## src/rtl/jtag_shift_engine_if.sv

```systemverilog
// Command/status and pin bundle between the XVC register block, the JTAG shift
// engine and the JTAG pins. The master side issues shifts; the slave side is the engine.
interface jtag_shift_engine_if #(
  parameter int C_VEC_WIDTH = 32,
  parameter int C_DIV_WIDTH = 8
);
  logic                   start_i;
  logic                   abort_i;
  logic [31:0]            length_i;
  logic [C_DIV_WIDTH-1:0] half_period_i;
  logic [C_VEC_WIDTH-1:0] tms_vec_i;
  logic [C_VEC_WIDTH-1:0] tdi_vec_i;
  logic [C_VEC_WIDTH-1:0] tdo_vec_o;
  logic                   busy_o;
  logic                   done_o;
  logic                   err_o;
  logic                   tck_o;
  logic                   tms_o;
  logic                   tdi_o;
  logic                   tdo_i;

  modport master (
    output start_i, abort_i, length_i, half_period_i, tms_vec_i, tdi_vec_i, tdo_i,
    input  tdo_vec_o, busy_o, done_o, err_o, tck_o, tms_o, tdi_o
  );

  modport slave (
    input  start_i, abort_i, length_i, half_period_i, tms_vec_i, tdi_vec_i, tdo_i,
    output tdo_vec_o, busy_o, done_o, err_o, tck_o, tms_o, tdi_o
  );
endinterface

```

## src/rtl/jtag_shift_engine.sv

```systemverilog
// Parametrised JTAG shift engine: serialises TMS/TDI LSB-first on a divided TCK
// and gathers TDO (sampled on TCK falling edges) into an index-ordered vector.
module jtag_shift_engine #(
  parameter int C_VEC_WIDTH = 32,
  parameter int C_DIV_WIDTH = 8
) (
  input  logic               clk_i,
  input  logic               reset_ni,
  jtag_shift_engine_if.slave bus
);

  localparam int IDX_W = $clog2(C_VEC_WIDTH) + 1;
  localparam int SEL_W = (C_VEC_WIDTH > 1) ? $clog2(C_VEC_WIDTH) : 1;

  typedef enum logic [1:0] {
    S_IDLE,
    S_TCK_LOW,
    S_TCK_HIGH
  } state_t;

  state_t                 r_state;
  logic [C_DIV_WIDTH-1:0] r_cnt;
  logic [IDX_W-1:0]       r_idx;
  logic                   r_tck;
  logic                   r_tms;
  logic                   r_tdi;
  logic                   r_done;
  logic                   r_err;
  logic [C_VEC_WIDTH-1:0] r_tdo;

  // Operands latched at accept; not reset since they are only read while busy.
  logic [C_VEC_WIDTH-1:0] r_tms_sh;
  logic [C_VEC_WIDTH-1:0] r_tdi_sh;
  logic [IDX_W-1:0]       r_len;
  logic [C_DIV_WIDTH-1:0] r_half;

  state_t                 w_state_nxt;
  logic [C_DIV_WIDTH-1:0] w_cnt_nxt;
  logic [IDX_W-1:0]       w_idx_nxt;
  logic                   w_tck_nxt;
  logic                   w_tms_nxt;
  logic                   w_tdi_nxt;
  logic                   w_done_nxt;
  logic                   w_err_nxt;
  logic [C_VEC_WIDTH-1:0] w_tdo_nxt;
  logic                   w_load;
  logic                   w_shift;

  logic                   w_phase_end;
  logic                   w_last_bit;
  logic                   w_len_zero;
  logic                   w_len_err;
  logic [SEL_W-1:0]       w_sel;
  logic [C_DIV_WIDTH-1:0] w_half_eff;

  assign w_phase_end = (r_cnt == r_half - C_DIV_WIDTH'(1));
  assign w_last_bit  = (r_idx == r_len - IDX_W'(1));
  assign w_len_zero  = (bus.length_i == 32'd0);
  assign w_len_err   = (bus.length_i > 32'(C_VEC_WIDTH));
  assign w_sel       = r_idx[SEL_W-1:0];
  assign w_half_eff  = (bus.half_period_i == '0) ? C_DIV_WIDTH'(1) : bus.half_period_i;

  always_comb begin
    w_state_nxt = r_state;
    w_cnt_nxt   = r_cnt;
    w_idx_nxt   = r_idx;
    w_tck_nxt   = r_tck;
    w_tms_nxt   = r_tms;
    w_tdi_nxt   = r_tdi;
    w_done_nxt  = 1'b0;
    w_err_nxt   = 1'b0;
    w_tdo_nxt   = r_tdo;
    w_load      = 1'b0;
    w_shift     = 1'b0;

    if (r_state != S_IDLE && bus.abort_i) begin
      // Abort drops the pins at once; bits already captured stay in r_tdo.
      w_state_nxt = S_IDLE;
      w_tck_nxt   = 1'b0;
      w_tms_nxt   = 1'b0;
      w_tdi_nxt   = 1'b0;
      w_done_nxt  = 1'b1;
      w_err_nxt   = 1'b1;
    end else begin
      case (r_state)
        S_IDLE: begin
          w_tck_nxt = 1'b0;
          w_tms_nxt = 1'b0;
          w_tdi_nxt = 1'b0;
          if (bus.start_i && !bus.abort_i) begin
            w_load    = 1'b1;
            w_tdo_nxt = '0;
            w_idx_nxt = '0;
            w_cnt_nxt = '0;
            if (w_len_zero) begin
              w_done_nxt = 1'b1;
            end else if (w_len_err) begin
              w_done_nxt = 1'b1;
              w_err_nxt  = 1'b1;
            end else begin
              w_state_nxt = S_TCK_LOW;
              w_tms_nxt   = bus.tms_vec_i[0];
              w_tdi_nxt   = bus.tdi_vec_i[0];
            end
          end
        end

        S_TCK_LOW: begin
          if (w_phase_end) begin
            w_cnt_nxt   = '0;
            w_tck_nxt   = 1'b1;
            w_state_nxt = S_TCK_HIGH;
          end else begin
            w_cnt_nxt = r_cnt + C_DIV_WIDTH'(1);
          end
        end

        S_TCK_HIGH: begin
          if (w_phase_end) begin
            w_cnt_nxt        = '0;
            w_tck_nxt        = 1'b0;
            w_tdo_nxt[w_sel] = bus.tdo_i;
            if (w_last_bit) begin
              w_state_nxt = S_IDLE;
              w_done_nxt  = 1'b1;
              w_tms_nxt   = 1'b0;
              w_tdi_nxt   = 1'b0;
            end else begin
              // Next bit goes out on the falling edge, a full low phase ahead of TCK rise.
              w_idx_nxt   = r_idx + IDX_W'(1);
              w_shift     = 1'b1;
              w_tms_nxt   = r_tms_sh[0];
              w_tdi_nxt   = r_tdi_sh[0];
              w_state_nxt = S_TCK_LOW;
            end
          end else begin
            w_cnt_nxt = r_cnt + C_DIV_WIDTH'(1);
          end
        end

        default: begin
          w_state_nxt = S_IDLE;
          w_tck_nxt   = 1'b0;
          w_tms_nxt   = 1'b0;
          w_tdi_nxt   = 1'b0;
        end
      endcase
    end
  end

  always_ff @(posedge clk_i or negedge reset_ni) begin
    if (!reset_ni) begin
      r_state <= S_IDLE;
      r_cnt   <= '0;
      r_idx   <= '0;
      r_tck   <= 1'b0;
      r_tms   <= 1'b0;
      r_tdi   <= 1'b0;
      r_done  <= 1'b0;
      r_err   <= 1'b0;
      r_tdo   <= '0;
    end else begin
      r_state <= w_state_nxt;
      r_cnt   <= w_cnt_nxt;
      r_idx   <= w_idx_nxt;
      r_tck   <= w_tck_nxt;
      r_tms   <= w_tms_nxt;
      r_tdi   <= w_tdi_nxt;
      r_done  <= w_done_nxt;
      r_err   <= w_err_nxt;
      r_tdo   <= w_tdo_nxt;
    end
  end

  // Shift registers hold the bits not yet presented; bit 0 goes out directly at accept.
  always_ff @(posedge clk_i) begin
    if (w_load) begin
      r_tms_sh <= bus.tms_vec_i >> 1;
      r_tdi_sh <= bus.tdi_vec_i >> 1;
      r_len    <= bus.length_i[IDX_W-1:0];
      r_half   <= w_half_eff;
    end else if (w_shift) begin
      r_tms_sh <= r_tms_sh >> 1;
      r_tdi_sh <= r_tdi_sh >> 1;
    end
  end

  assign bus.tdo_vec_o = r_tdo;
  assign bus.busy_o    = (r_state != S_IDLE);
  assign bus.done_o    = r_done;
  assign bus.err_o     = r_err;
  assign bus.tck_o     = r_tck;
  assign bus.tms_o     = r_tms;
  assign bus.tdi_o     = r_tdi;

endmodule
```

## src/flat_wrapper.sv

```systemverilog
// flat-port wrapper written by rule: the top's interface ports become plain ports
module jtag_shift_engine_flat 
#(
  parameter int C_VEC_WIDTH = 32,
  parameter int C_DIV_WIDTH = 8
)
  (clk_i, reset_ni, bus_start_i, bus_abort_i, bus_length_i, bus_half_period_i, bus_tms_vec_i, bus_tdi_vec_i, bus_tdo_i, bus_tdo_vec_o, bus_busy_o, bus_done_o, bus_err_o, bus_tck_o, bus_tms_o, bus_tdi_o);
  jtag_shift_engine_if #(.C_VEC_WIDTH(C_VEC_WIDTH), .C_DIV_WIDTH(C_DIV_WIDTH)) bus_i ();
  input  logic clk_i;
  input  logic reset_ni;
  input wire logic [$bits(bus_i.start_i)-1:0] bus_start_i;
  input wire logic [$bits(bus_i.abort_i)-1:0] bus_abort_i;
  input wire logic [$bits(bus_i.length_i)-1:0] bus_length_i;
  input wire logic [$bits(bus_i.half_period_i)-1:0] bus_half_period_i;
  input wire logic [$bits(bus_i.tms_vec_i)-1:0] bus_tms_vec_i;
  input wire logic [$bits(bus_i.tdi_vec_i)-1:0] bus_tdi_vec_i;
  input wire logic [$bits(bus_i.tdo_i)-1:0] bus_tdo_i;
  output wire logic [$bits(bus_i.tdo_vec_o)-1:0] bus_tdo_vec_o;
  output wire logic [$bits(bus_i.busy_o)-1:0] bus_busy_o;
  output wire logic [$bits(bus_i.done_o)-1:0] bus_done_o;
  output wire logic [$bits(bus_i.err_o)-1:0] bus_err_o;
  output wire logic [$bits(bus_i.tck_o)-1:0] bus_tck_o;
  output wire logic [$bits(bus_i.tms_o)-1:0] bus_tms_o;
  output wire logic [$bits(bus_i.tdi_o)-1:0] bus_tdi_o;
  assign bus_i.start_i = bus_start_i;
  assign bus_i.abort_i = bus_abort_i;
  assign bus_i.length_i = bus_length_i;
  assign bus_i.half_period_i = bus_half_period_i;
  assign bus_i.tms_vec_i = bus_tms_vec_i;
  assign bus_i.tdi_vec_i = bus_tdi_vec_i;
  assign bus_i.tdo_i = bus_tdo_i;
  assign bus_tdo_vec_o = bus_i.tdo_vec_o;
  assign bus_busy_o = bus_i.busy_o;
  assign bus_done_o = bus_i.done_o;
  assign bus_err_o = bus_i.err_o;
  assign bus_tck_o = bus_i.tck_o;
  assign bus_tms_o = bus_i.tms_o;
  assign bus_tdi_o = bus_i.tdi_o;
  jtag_shift_engine #(.C_VEC_WIDTH(C_VEC_WIDTH), .C_DIV_WIDTH(C_DIV_WIDTH)) u_core (.clk_i(clk_i), .reset_ni(reset_ni), .bus(bus_i));
endmodule
```

## config.mk

```make
export PLATFORM = sky130hd
export DESIGN_NAME = jtag_shift_engine_flat
export DESIGN_NICKNAME = d
export VERILOG_FILES = /design/src/rtl/jtag_shift_engine_if.sv /design/src/rtl/jtag_shift_engine.sv /design/src/flat_wrapper.sv
export SDC_FILE = /design/constraint.sdc
export NUM_CORES = 1
export LEC_CHECK = 0
export BUFFER_PORTS_ARGS = -buffer_cell sky130_fd_sc_hd__buf_2
export CORE_UTILIZATION = 59
export CTS_CLUSTER_SIZE = 12
export DETAILED_ROUTE_END_ITERATION = 8
export PLACE_DENSITY_LB_ADDON = 0.1
export SLEW_MARGIN = 15
export SYNTH_ARGS = -nofsm -noshare
export SYNTH_HDL_FRONTEND = slang
export SYNTH_SLANG_ARGS = --single-unit
```

## constraint.sdc

```tcl
create_clock -name clk_i -period 4.7 [get_ports clk_i]
set_clock_uncertainty 0.1 [all_clocks]
set_input_delay 0.94 -clock clk_i [delete_from_list [all_inputs] [get_ports clk_i]]
set_output_delay 0.94 -clock clk_i [all_outputs]
set_load 0.01 [all_outputs]
```

==> summary.md <==
| Metric | Value |
|---|---|
| Max_cap viols | `0` |
| Pwr Density | `444 mW/mm^2` |
| Pleak | `3.67 nW` |
| DR pass1 iterations | `6` |
| #FFs+latches synth | `129` |
| CTS tree | `built` |
| Worst reg2reg path depth | `7` |
| Post-synth top cells | `nand2_1 (199), edfxtp_1 (76), dfrtp_1 (53), a21oi_1 (38), clkbuf_1 (35)` |
| Crit path kind | `flip-flop to flip-flop` |
| Worst setup EP type | `flip-flop` |
| Mapped Nets | `787` |
| Global-route wire length before repair | `24,700 um` |
| Worst path bufs/invs | `1` |
| Min Tclk post-route | `3500 ps` |
| Post-synth EDFFs | `76` |
| Die area | `0.0115 sq mm` |
| Count of final max-slew check failures | `0` |
| Largest net degree at the start of global routing | `63` |
| DRC Markers | `0` |
| Worst-Margin Slew | `1170 ps` |
| Final setup violating endpoints | `0` |
| H-Tree Depth | `4` |
| Max VDD drop | `0.000291 V` |
| Unrepaired setup endpoints after global routing | `no` |
| Worst-path cell chain | `or4_4, nor4_2, a41oi_1, a21boi_2, and2_1, a31o_2, buf_4` |
| Chip Height | `107 um` |
| Post-Syn Area | `0.00656 sq mm` |
| Sequential share of the synthesized area | `55.0%` |
| CTS max path bufs | `2` |
| Total power | `0.00349 W` |
| Slowest CP cell | `buf_4` |
| Layout net count | `907` |
| Synth Area per Inst | `9.84 sq um` |
| DR vias/cell | `5.74` |
| Initial core utilization | `60.5%` |
| Hold Buf Count CTS | `0` |
| Sink Count | `129` |
| WL/cell | `16.2 um` |
| HP Class | `input pin to async pin` |
| Core Rows | `38` |
| Max incr delay on CP | `590 ps` |
| Worst-Skew Late Latency | `530 ps` |
| Worst slew margin | `21.6%` |
| Synth top area cells | `edfxtp_1 (35%), dfrtp_1 (20%), nand2_1 (11%), o31ai_1 (3.9%), a21oi_1 (2.9%)` |
| Post-Layout Cell Count | `940` |
| WL final | `15,200 um` |
| Delay-heaviest family, CP | `simple AND/OR/NAND/NOR gates` |
| CTS Root Cell | `clkbuf_8` |
| Post-CTS Resized | `0` |
| Async set or reset register ratio after synthesis | `41.1%` |
| Fmax | `0.286 GHz` |
| Most frequent cell after synthesis | `nand2_1` |
| Worst-path clk slew | `60 ps` |
| Cell taking the most area after synthesis | `edfxtp_1` |
| Chip Width | `107 um` |
| Vias in the first global route | `5,236` |
| Hold Vio Cnt, Final | `0` |
| Synth-to-layout area growth | `19.8%` |
| Placed Cells | `907` |
| # Post-CTS Setup Buffers | `0` |
| Part of the cycle the worst path needs | `74.5%` |
| Setup crit start kind | `flip-flop` |
| I/O pin count | `147` |
| Syn Inst Count | `666` |
| Worst r2r src | `u_core.r_half[0]$_SDFFCE_PN1P_` |
| Critical Path RT | `4760 ps` |
| Synth unique cells | `58` |
| Synth top area share | `34.8%` |
| TritonCTS Buffers | `17` |
| Worst setup startpoint | `u_core.r_half[0]$_SDFFCE_PN1P_` |
| Share of cells above drive strength 1 | `24.8%` |
| Main synth FF type | `edfxtp_1` |
| Setup TNS Final | `0 ps` |
| WP data arrival | `3560 ps` |
| Critical Path Stages | `7` |
| GPL Wtd Cong | `0.908` |
| Initial antenna violation count | `1` |
| Port bufs | `146` |
| Initial drt markers | `392` |
| Total track usage | `28.0%` |
| CP Max Fanout | `62` |
| Core Region | `0.0108 sq mm` |
| Ys Warns | `0` |
| Status | `finished clean` |
| Via count | `5,400` |
| Post-DP HPWL | `10,200 um` |
| Post-route ant nets | `0` |
| Total congestion overflow | `0` |
==> kinds of logic after synthesis <==
logic type      after synthesis  synth area share, %
simple gates                289                 20.7
compound gates              151                 14.9
flops                       129                 55.0
buf+inv                      63                 4.03
xor+xnor                     19                 2.54
fa+ha+maj                    12                 2.29
mux                           3                0.477
==> state kept, by name, summed over array words and instances, names as in the netlist, 2 cells and up <==
signal,flops
u_core.r_tdi_sh,31
u_core.r_half,8
u_core.r_cnt,8
u_core.bus.tdo_vec_o,32
u_core.r_state,2
u_core.r_tms_sh,31
u_core.r_len,6
u_core.r_idx,6
==> where the power goes <==
| group | switching, W | total, W | leakage, nW | internal, W |
|---|---|---|---|---|
| clock network | 0.000455 | 0.00124 | 0.281 | 0.000786 |
| registers | 0.0000673 | 0.00145 | 1.44 | 0.00138 |
| logic | 0.000539 | 0.000794 | 1.95 | 0.000255 |
==> final cells by class <==
class,instances,area [sq um]
Antenna cell,1,2.50
Clock buffer,27,513
Clock inverter,5,50.0
Fill cell,827,2990
Inverter,13,48.8
Multi-Input combinational cell,474,2690
Sequential cell,129,3610
Tap cell,140,175
Timing Repair Buffer,151,768
==> routing by layer <==
metal	global-route usage, %	share of wire, %	up-vias
met1	33.8	41	2549
met3	7.63	7.5	44
met5	0	0	-
met2	46.5	49	204
met4	13.7	2.9	0
li1	-	-	2603
==> cell usage in the layout (no fill, tap or decap), types with 9 or more instances in the layout <==
master,count
and3_1,10
a21oi_1,38
clkbuf_16,17
ha_1,12
inv_1,12
nor4_1,10
o31ai_1,34
nand2_1,198
o21ai_0,34
nor2_1,13
xnor2_1,12
buf_2,146
nand2b_1,9
edfxtp_1,76
dfrtp_1,53
==> worst paths after layout <==
kind | endpoint | slack (ps)
min in group clk_i | u_core.bus.tdo_vec_o[17]$_DFFE_PN0P_ | 390
worst max register to register | u_core.r_tms_sh[1]$_DFFE_PP_ | 1200
worst max-delay path | u_core.r_tms_sh[1]$_DFFE_PP_ | 1200
worst min register to register | u_core.bus.tdo_vec_o[17]$_DFFE_PN0P_ | 390
worst min-delay path | u_core.bus.err_o$_DFF_PN0_ | 160
max in group asynchronous | u_core.bus.tdo_vec_o[22]$_DFFE_PN0P_ | 3500
==> through the flow <==
step                      hold WS, ps  setup WS [ps]  util, %  area (sq um)
after detailed placement          386           1250     67.2          7290
after global routing              153           1010     72.4          7850
after CTS                         136           1240     72.4          7850
after global placement            382           1340     67.2          7290
after floorplan                   391           1500        -          6560
final                             159           1200     72.4          7850
Note: power is estimated with default switching activity, not from simulation.
